File: src/rtl/pulse_sync_pkg.sv
// Shared types and helpers for the multi-channel toggle pulse synchroniser (receive side).
package pulse_sync_pkg;

  typedef enum logic [1:0] {
    S_IDLE,
    S_PULSE,
    S_GAP
  } state_t;

  function automatic int cnt_max(input int w);
    return (1 << w) - 1;
  endfunction

  // Cycles of edge masking after reset so a level held through reset is not seen as an event.
  function automatic int warm_len(input int stages);
    return stages + 1;
  endfunction

endpackage

File: src/rtl/pulse_sync_rx_chan.sv
// One receive channel: toggle synchroniser, edge detect, saturating pending counter and pulse FSM.
// Optional return toggle under PULSE_SYNC_RX_ACK_EN.
module pulse_sync_rx_chan
  import pulse_sync_pkg::*;
#(
  parameter int SYNC_STAGES = 2,
  parameter int CNT_W       = 3,
  parameter int GAP         = 1
) (
  input  logic clk,
  input  logic rst,
  input  logic toggle,
  input  logic ovf_clr,
  input  logic warm_done,
  output logic pulse,
  output logic pending,
  output logic ovf,
  output logic active
`ifdef PULSE_SYNC_RX_ACK_EN
  ,
  output logic ack_toggle
`endif
);

  localparam logic [CNT_W-1:0] CNT_MAX = CNT_W'(cnt_max(CNT_W));
  localparam int GW = (GAP > 1) ? $clog2(GAP) : 1;

  logic [SYNC_STAGES-1:0] sync;
  logic                   hist;
  logic [CNT_W-1:0]       cnt;
  logic [CNT_W-1:0]       cnt_nxt;
  logic [GW-1:0]          gap_cnt;
  state_t                 state;
  logic                   evt;
  logic                   issue;
  logic                   drop;

  always_comb begin
    evt   = (sync[SYNC_STAGES-1] ^ hist) & warm_done;
    issue = 1'b0;
    case (state)
      S_IDLE:  issue = (cnt != '0);
      S_PULSE: issue = (GAP == 0) && (cnt != '0);
      S_GAP:   issue = (gap_cnt == '0) && (cnt != '0);
      default: issue = 1'b0;
    endcase
    drop    = evt && !issue && (cnt == CNT_MAX);
    cnt_nxt = cnt;
    if (evt && !issue && !drop) cnt_nxt = cnt + 1'b1;
    else if (!evt && issue)     cnt_nxt = cnt - 1'b1;
  end

  always_ff @(posedge clk) begin
    if (rst) begin
      sync       <= '0;
      hist       <= 1'b0;
      cnt        <= '0;
      pending    <= 1'b0;
      ovf        <= 1'b0;
      gap_cnt    <= '0;
      state      <= S_IDLE;
`ifdef PULSE_SYNC_RX_ACK_EN
      ack_toggle <= 1'b0;
`endif
    end else begin
      sync    <= {sync[SYNC_STAGES-2:0], toggle};
      hist    <= sync[SYNC_STAGES-1];
      cnt     <= cnt_nxt;
      pending <= (cnt_nxt != '0);
      if (drop)         ovf <= 1'b1;
      else if (ovf_clr) ovf <= 1'b0;
`ifdef PULSE_SYNC_RX_ACK_EN
      if (issue) ack_toggle <= ~ack_toggle;
`endif
      case (state)
        S_IDLE:  if (issue) state <= S_PULSE;
        S_PULSE: begin
          if (GAP > 0) begin
            state   <= S_GAP;
            gap_cnt <= GW'(GAP - 1);
          end else begin
            state <= issue ? S_PULSE : S_IDLE;
          end
        end
        // Last gap cycle issues directly so back-to-back events sustain one pulse per GAP+1 cycles.
        S_GAP: begin
          if (gap_cnt == '0) state <= issue ? S_PULSE : S_IDLE;
          else               gap_cnt <= gap_cnt - 1'b1;
        end
        default: state <= S_IDLE;
      endcase
    end
  end

  assign pulse  = (state == S_PULSE);
  assign active = (state != S_IDLE);

endmodule

File: src/rtl/pulse_sync_rx_multi.sv
// Multi-channel receive half of a toggle pulse synchroniser: shared warm-up mask and busy reduction.
// Define PULSE_SYNC_RX_ACK_EN to add the per-channel ack_toggle_o return toggles.
module pulse_sync_rx_multi
  import pulse_sync_pkg::*;
#(
  parameter int CHANNELS    = 4,
  parameter int SYNC_STAGES = 2,
  parameter int CNT_W       = 3,
  parameter int GAP         = 1
) (
  input  logic                clk,
  input  logic                rst,
  input  logic [CHANNELS-1:0] toggle_i,
  input  logic [CHANNELS-1:0] ovf_clr_i,
  output logic [CHANNELS-1:0] pulse_o,
  output logic [CHANNELS-1:0] pending_o,
  output logic [CHANNELS-1:0] ovf_o,
  output logic                busy_o
`ifdef PULSE_SYNC_RX_ACK_EN
  ,
  output logic [CHANNELS-1:0] ack_toggle_o
`endif
);

  localparam int WL = warm_len(SYNC_STAGES);
  localparam int WW = $clog2(WL + 1);

  logic [WW-1:0]       warm_cnt;
  logic                warm_done;
  logic [CHANNELS-1:0] active;

  assign warm_done = (warm_cnt == WW'(WL));

  always_ff @(posedge clk) begin
    if (rst)             warm_cnt <= '0;
    else if (!warm_done) warm_cnt <= warm_cnt + 1'b1;
  end

  for (genvar i = 0; i < CHANNELS; i++) begin : g_chan
    pulse_sync_rx_chan #(
      .SYNC_STAGES(SYNC_STAGES),
      .CNT_W      (CNT_W),
      .GAP        (GAP)
    ) u_chan (
      .clk       (clk),
      .rst       (rst),
      .toggle    (toggle_i[i]),
      .ovf_clr   (ovf_clr_i[i]),
      .warm_done (warm_done),
      .pulse     (pulse_o[i]),
      .pending   (pending_o[i]),
      .ovf       (ovf_o[i]),
      .active    (active[i])
`ifdef PULSE_SYNC_RX_ACK_EN
      ,
      .ack_toggle(ack_toggle_o[i])
`endif
    );
  end

  assign busy_o = (|pending_o) | (|active);

endmodule

File: config.mk
export PLATFORM = sky130hd
export DESIGN_NAME = pulse_sync_rx_multi
export DESIGN_NICKNAME = d
export VERILOG_FILES = /design/src/rtl/pulse_sync_pkg.sv /design/src/rtl/pulse_sync_rx_chan.sv /design/src/rtl/pulse_sync_rx_multi.sv
export SDC_FILE = /design/constraint.sdc
export NUM_CORES = 1
export LEC_CHECK = 0
export CAP_MARGIN = 40
export CORE_UTILIZATION = 40
export DETAILED_ROUTE_END_ITERATION = 16
export MAX_ROUTING_LAYER = met4
export PLACE_DENSITY = 0.71
export SLEW_MARGIN = 5
export SYNTH_ARGS = -nofsm -noshare
export SYNTH_HDL_FRONTEND = slang
export SYNTH_SLANG_ARGS = --single-unit
File: constraint.sdc
create_clock -name clk -period 2.2 [get_ports clk]
set_input_delay 0.55 -clock clk [delete_from_list [all_inputs] [get_ports clk]]
set_output_delay 0.55 -clock clk [all_outputs]
set_load 0.01 [all_outputs]
After elaboration in Yosys (flattened, before gate mapping)
Cells that the tools add are included.
Word-level totals
  flip-flop bits (word level): 46
  bits of input ports: 10
  output and inout port bits: 13
  logic and storage cells: 182
Operators by class
  add/sub/neg operators: 13
  eq/ne operators: 21
  multiplexer cells: 44
  bitwise logic cells: 13
  reduce and logical (&&, ||, !) cells: 62
Operators by type and width (number)
  $mux 3: 8
  $pmux 2 s3: 4
  $reduce_bool 2->1: 12
  $reduce_bool 3->1: 8
  $logic_and 1x1->1: 20
  $mux 1: 16
  $mux 2: 8
  $pmux 1 s2: 8
  $add 3x1->3 const B: 4
  $eq 3x3->1 const B: 4
  $logic_not 1->1: 12
  $sub 3x1->3 const B: 4
  $eq 2x2->1 const B: 5
  $eq 2x1->1 const B: 4
  $logic_not 2->1: 4
  $ne 2x1->1 const B: 4
  $ne 2x2->1 const B: 4
  $reduce_and 2->1: 4
  $reduce_or 4->1: 2
  $and 1x1->1: 4
  $not 1->1: 4
  $sub 1x1->1 const B: 4
  $xor 1x1->1: 4
  $add 2x1->2 const B: 1
  $or 1x1->1: 1

Logic depth before layout (Yosys ltp)
  word-level depth: 10
  mapped depth: 8
  gate-level depth less buffers: 8

Hierarchy
A second synthesis with hierarchy kept.
Second synthesis, totals
  cell total of the unflattened synthesis: 222
  area total of the unflattened synthesis: 2092.0 µm²
By module, submodules not included
  pulse_sync_rx_chan: times used 4, cells an instance 53, area each 499.2 µm²
  pulse_sync_rx_multi: times used 1, cells an instance 10, area each 95.1 µm²

Worst setup path before layout
No wires, ideal clock.
  path type: flip-flop to flip-flop
  from: register g_chan[1].u_chan.cnt[0]
  to: register g_chan[1].u_chan.pending
  data arrival time: 1.793 ns
  data required time: 2.068 ns
  path slack: 0.275 ns
  cell stages (with the launch flop): 7
  path buffers: 0
  cell sequence: dfxtp_1 > inv_1 > ha_1 > a21oi_1 > mux2_2 > o311ai_0 > a21oi_1
On the way
  longest elaborated chain between the ends: 10
  elaborated cells between the ends (all ways): 15
RTL lines
  start: declaration: RTL line pulse_sync_rx_chan.sv:30  | logic [CNT_W-1:0] cnt;
  start signal: assignment: RTL line pulse_sync_rx_chan.sv:68  | cnt <= cnt_nxt;
  $reduce_bool 3->1: RTL line pulse_sync_rx_chan.sv:42, pulse_sync_rx_chan.sv:44
  $logic_and 1x1->1: RTL line pulse_sync_rx_chan.sv:44  | S_GAP: issue = (gap_cnt == '0) && (cnt != '0);
  $pmux 1 s2: RTL line pulse_sync_rx_chan.sv:41  | case (state)
  $logic_not 1->1: RTL line pulse_sync_rx_chan.sv:47, pulse_sync_rx_chan.sv:49
  $logic_and 1x1->1: RTL line pulse_sync_rx_chan.sv:47, pulse_sync_rx_chan.sv:49
  $logic_and 1x1->1: RTL line pulse_sync_rx_chan.sv:47  | drop = evt && !issue && (cnt == CNT_MAX);
  $logic_not 1->1: RTL line pulse_sync_rx_chan.sv:49  | if (evt && !issue && !drop) cnt_nxt = cnt + 1'b1;
  $logic_and 1x1->1: RTL line pulse_sync_rx_chan.sv:49
  $mux 3 (*): RTL line pulse_sync_rx_chan.sv:49
  $reduce_bool 3->1 (*): RTL line pulse_sync_rx_chan.sv:69  | pending <= (cnt_nxt != '0);
  end signal: assignment: RTL line pulse_sync_rx_chan.sv:69
  end: declaration: RTL line pulse_sync_rx_chan.sv:16  | output logic pending,
Mark *: on every way between the ends. The rest lies on a longest branch, timed or not.
A chain may end at the register's enable or synchronous reset.

Worst setup path in the final report
  from: register g_chan[1].u_chan.state[0]
  to: output port busy_o
On the way
  longest elaborated chain between the ends: 3
RTL lines
  start: declaration: RTL line pulse_sync_rx_chan.sv:33  | state_t state;
  start signal: assignment: RTL line pulse_sync_rx_chan.sv:82  | state <= issue ? S_PULSE : S_IDLE;
  start signal: assignment: RTL line pulse_sync_rx_chan.sv:87  | if (gap_cnt == '0) state <= issue ? S_PULSE : S_IDLE;
  $reduce_bool 2->1: RTL line pulse_sync_rx_chan.sv:96  | assign active = (state != S_IDLE);
  $reduce_or 4->1: RTL line pulse_sync_rx_multi.sv:61  | assign busy_o = (|pending_o) | (|active);
  $or 1x1->1: RTL line pulse_sync_rx_multi.sv:61
  end: declaration: RTL line pulse_sync_rx_multi.sv:18  | output logic busy_o
No other way between the ends.

==> results.yml <==
status:
  status: "complete, no violations"
pwr:
  power.leakage_nw: 1.03
  switchingPower_mw: 1.14
  combPwrFrac_pct: 45.3
  pwr_density_cell_nw_per_um2: 1290
  swShare_pct: 35.8
  internal-power_mw: 2.05
  power_frac_seq_pct: 36.2
  pwr-share-clk_pct: 18.5
  ir_drop_v: 0.000478
worst_setup_path:
  cp-start-kind: "flop"
  crit_chain: "nor4_2 > nand3_1 > clkdlybuf4s50_1"
  path_max_fanout: 5
  cp.required_ps: 1650
  worstPathArrival_ps: 1570
  end_kind: "output port"
  critPathMaxStageDelay_ps: 490
  path_class: "reg2out"
  slowest_stage: "clkdlybuf4s50_1"
floorplan:
  coreArea_sq_um: 4880
  start_util_pct: 42.9
  die_w_um: 74.3
  pin_count: 23
  fp.dieH_um: 74.3
  rows: 25
  die-area_sq_um: 5520
synth:
  syn_avg_cell_area_sq_um: 9.06
  synth_edf_count: 0
  syn_nets: 258
  ys_types: 49
  yosys_warnings: 0
  syn_area_sq_um: 2090
  async_flop_share_pct: 0
  synth_cells: 231
  ys_seq_elements: 42
  yosysSeqAreaShare_pct: 40.2
  synth_top_flop_cell: "dfxtp_1"
job:
  drv_cap: 0
sta:
  grt_setup_unrepaired: "no"
  post-route-period-util_pct: 96.4
  skew_ps: 9.28
  clock.fmax_ghz: 0.472
  maxSlewViolCount: 0
  layout_min_cycle_time_ps: 2120
  hold_viol: 0
  setup_viol: 0
  max_slew_margin_pct: 58.0
  tns_ps: 0
  tightest_slew_ps: 615
place:
  globalplace.congestion: 0.793
  dp_hpwl_um: 2920
  io_buffers: 22
  post_dp_cell_area_sq_um: 2350
clocking:
  clkTransAtPathRegs_ps: 80
  postCtsSetupRepairBufs: 0
  cts.sinks: 42
  cts-htree-levels: 2
  cts_buffers: 5
  hold_buffers: 0
  cts_resized: 0
  cts_root_buf: "clkbuf_8"
  worstSkewPairLatency_ps: 290
  cts_buffer_depth: 2
  cts_tree: "yes"
global_routing:
  antenna_found_initial: 0
  met2_usage_pct: 25.3
  track_usage_pct: 15.9
  grt_overflow: 0
  grt_max_degree: 14
  grt_first_pass_wirelength_um: 6440
  global_route.peak_usage_layer: "met2"
  use_met1_pct: 19.4
  grt_pass1_vias: 1505
  grt_util_met3_pct: 3.66
finish:
  final_common_cell: "dfxtp_1"
  layout-drive-gt1-share_pct: 7.91
  design_area_sq_um: 2470
  num-fill-cells: 479
  final_nets: 279
  antenna_cells: 0
  layout_common_cells: "dfxtp_1, nor2b_1, clkdlybuf4s50_1, nor2_1, ha_1"
  final_core_util_pct: 50.5
  syn_to_final_growth_pct: 17.9
drt:
  drtAntennaViolNets: 0
  viasPerCell: 5.04
  drcViolationCount: 0
  first_pass_iters: 4
  drt_iter0_drc: 130
  avgRoutedWirePerCell_um: 11.8
  routed_wl_um: 3780
  vias: 1612
worst_hold_path:
  hold_class: "reg2reg"
[layout make-up]
class	instances	area (sq um)	area share [%]
multi-input cells	156	1090	44.1
flip-flops and latches	42	841	34.1
repair buffers	31	288	11.7
well taps	67	83.8	3.40
clock buffers	7	76.3	3.09
inverters	16	60.1	2.44
clock inverters	1	30.0	1.22
[power by group through the flow]
stage	sequential, mW	clock [mW]	combinational [mW]
4_1_cts	1.15	0.607	1.45
5_1_grt	1.18	0.630	1.64
2_1_floorplan	1.11	0	1.12
6_report	1.15	0.591	1.45
3_3_place_gp	1.16	0	1.40
3_5_place_dp	1.17	0	1.44
[synthesized netlist by cell type (3+ instances only)]
master	number	area, sq um
nor4_1	3	18.8
nor2_1	20	75.1
and2_1	3	18.8
xnor2_1	4	35.0
nor2b_1	26	163
ha_1	17	213
dfxtp_1	42	841
nand2b_1	3	18.8
clkbuf_1	4	15.0
nor3_1	8	40.0
a21o_1	4	30.0
inv_1	16	60.1
buf_4	12	90.1
a21oi_1	11	55.1
nand2_1	4	15.0
o21ai_0	11	55.1
or3_1	3	18.8
xor2_1	4	35.0
[critical path: cells and delay by family (launching register included)]
kind          cells  cell delay (ps)
buf+inv           1              490
flops             1              370
simple gates      2              420
[registers in the layout, summed over array words and instances, names as in the netlist]
signal	count
g_chan.u_chan.state	8
g_chan.u_chan.sync	8
g_chan.u_chan.pending	4
warm_cnt	2
g_chan.u_chan.ovf	4
g_chan.u_chan.hist	4
g_chan.u_chan.cnt	12
[cell families after synthesis]
logic type	count (synthesis)	share of synthesized area, %
xor+xnor	8	3.35
fa+ha+maj	17	10.2
compound gates	47	15.1
buf+inv	33	8.13
mux	3	1.50
flops	42	40.2
simple gates	81	21.6
[worst paths after layout]
kind | startpoint | end | slack (ps) | cells past startpoint
hold / removal | g_chan[1].u_chan.sync[0] | g_chan[1].u_chan.sync[1] | 440 | 1
hold reg to reg | g_chan[1].u_chan.sync[0] | g_chan[1].u_chan.sync[1] | 440 | 1
setup reg to reg | warm_cnt[0] | g_chan[2].u_chan.pending | 210 | 6
setup / recovery | g_chan[1].u_chan.state[0] | busy_o | 80 | 3
[stage by stage]
stage               hold slack, ps  power (mW)  instances  setup slack (ps)
finish                         439        3.19        320              79.8
global route                   458        3.46        320              5.79
CTS                            444        3.20        320              13.1
detailed placement             426        2.61        312               242
global placement               416        2.56        312               270
floorplan                      414        2.23        231               275
[layer usage]
layer	routed length, um	vias to the layer above
met4	60	0
met5	0	-
li1	-	823
met2	1770	29
met3	123	5
met1	1820	755
No activity file was read; power rests on OpenSTA's default activity.
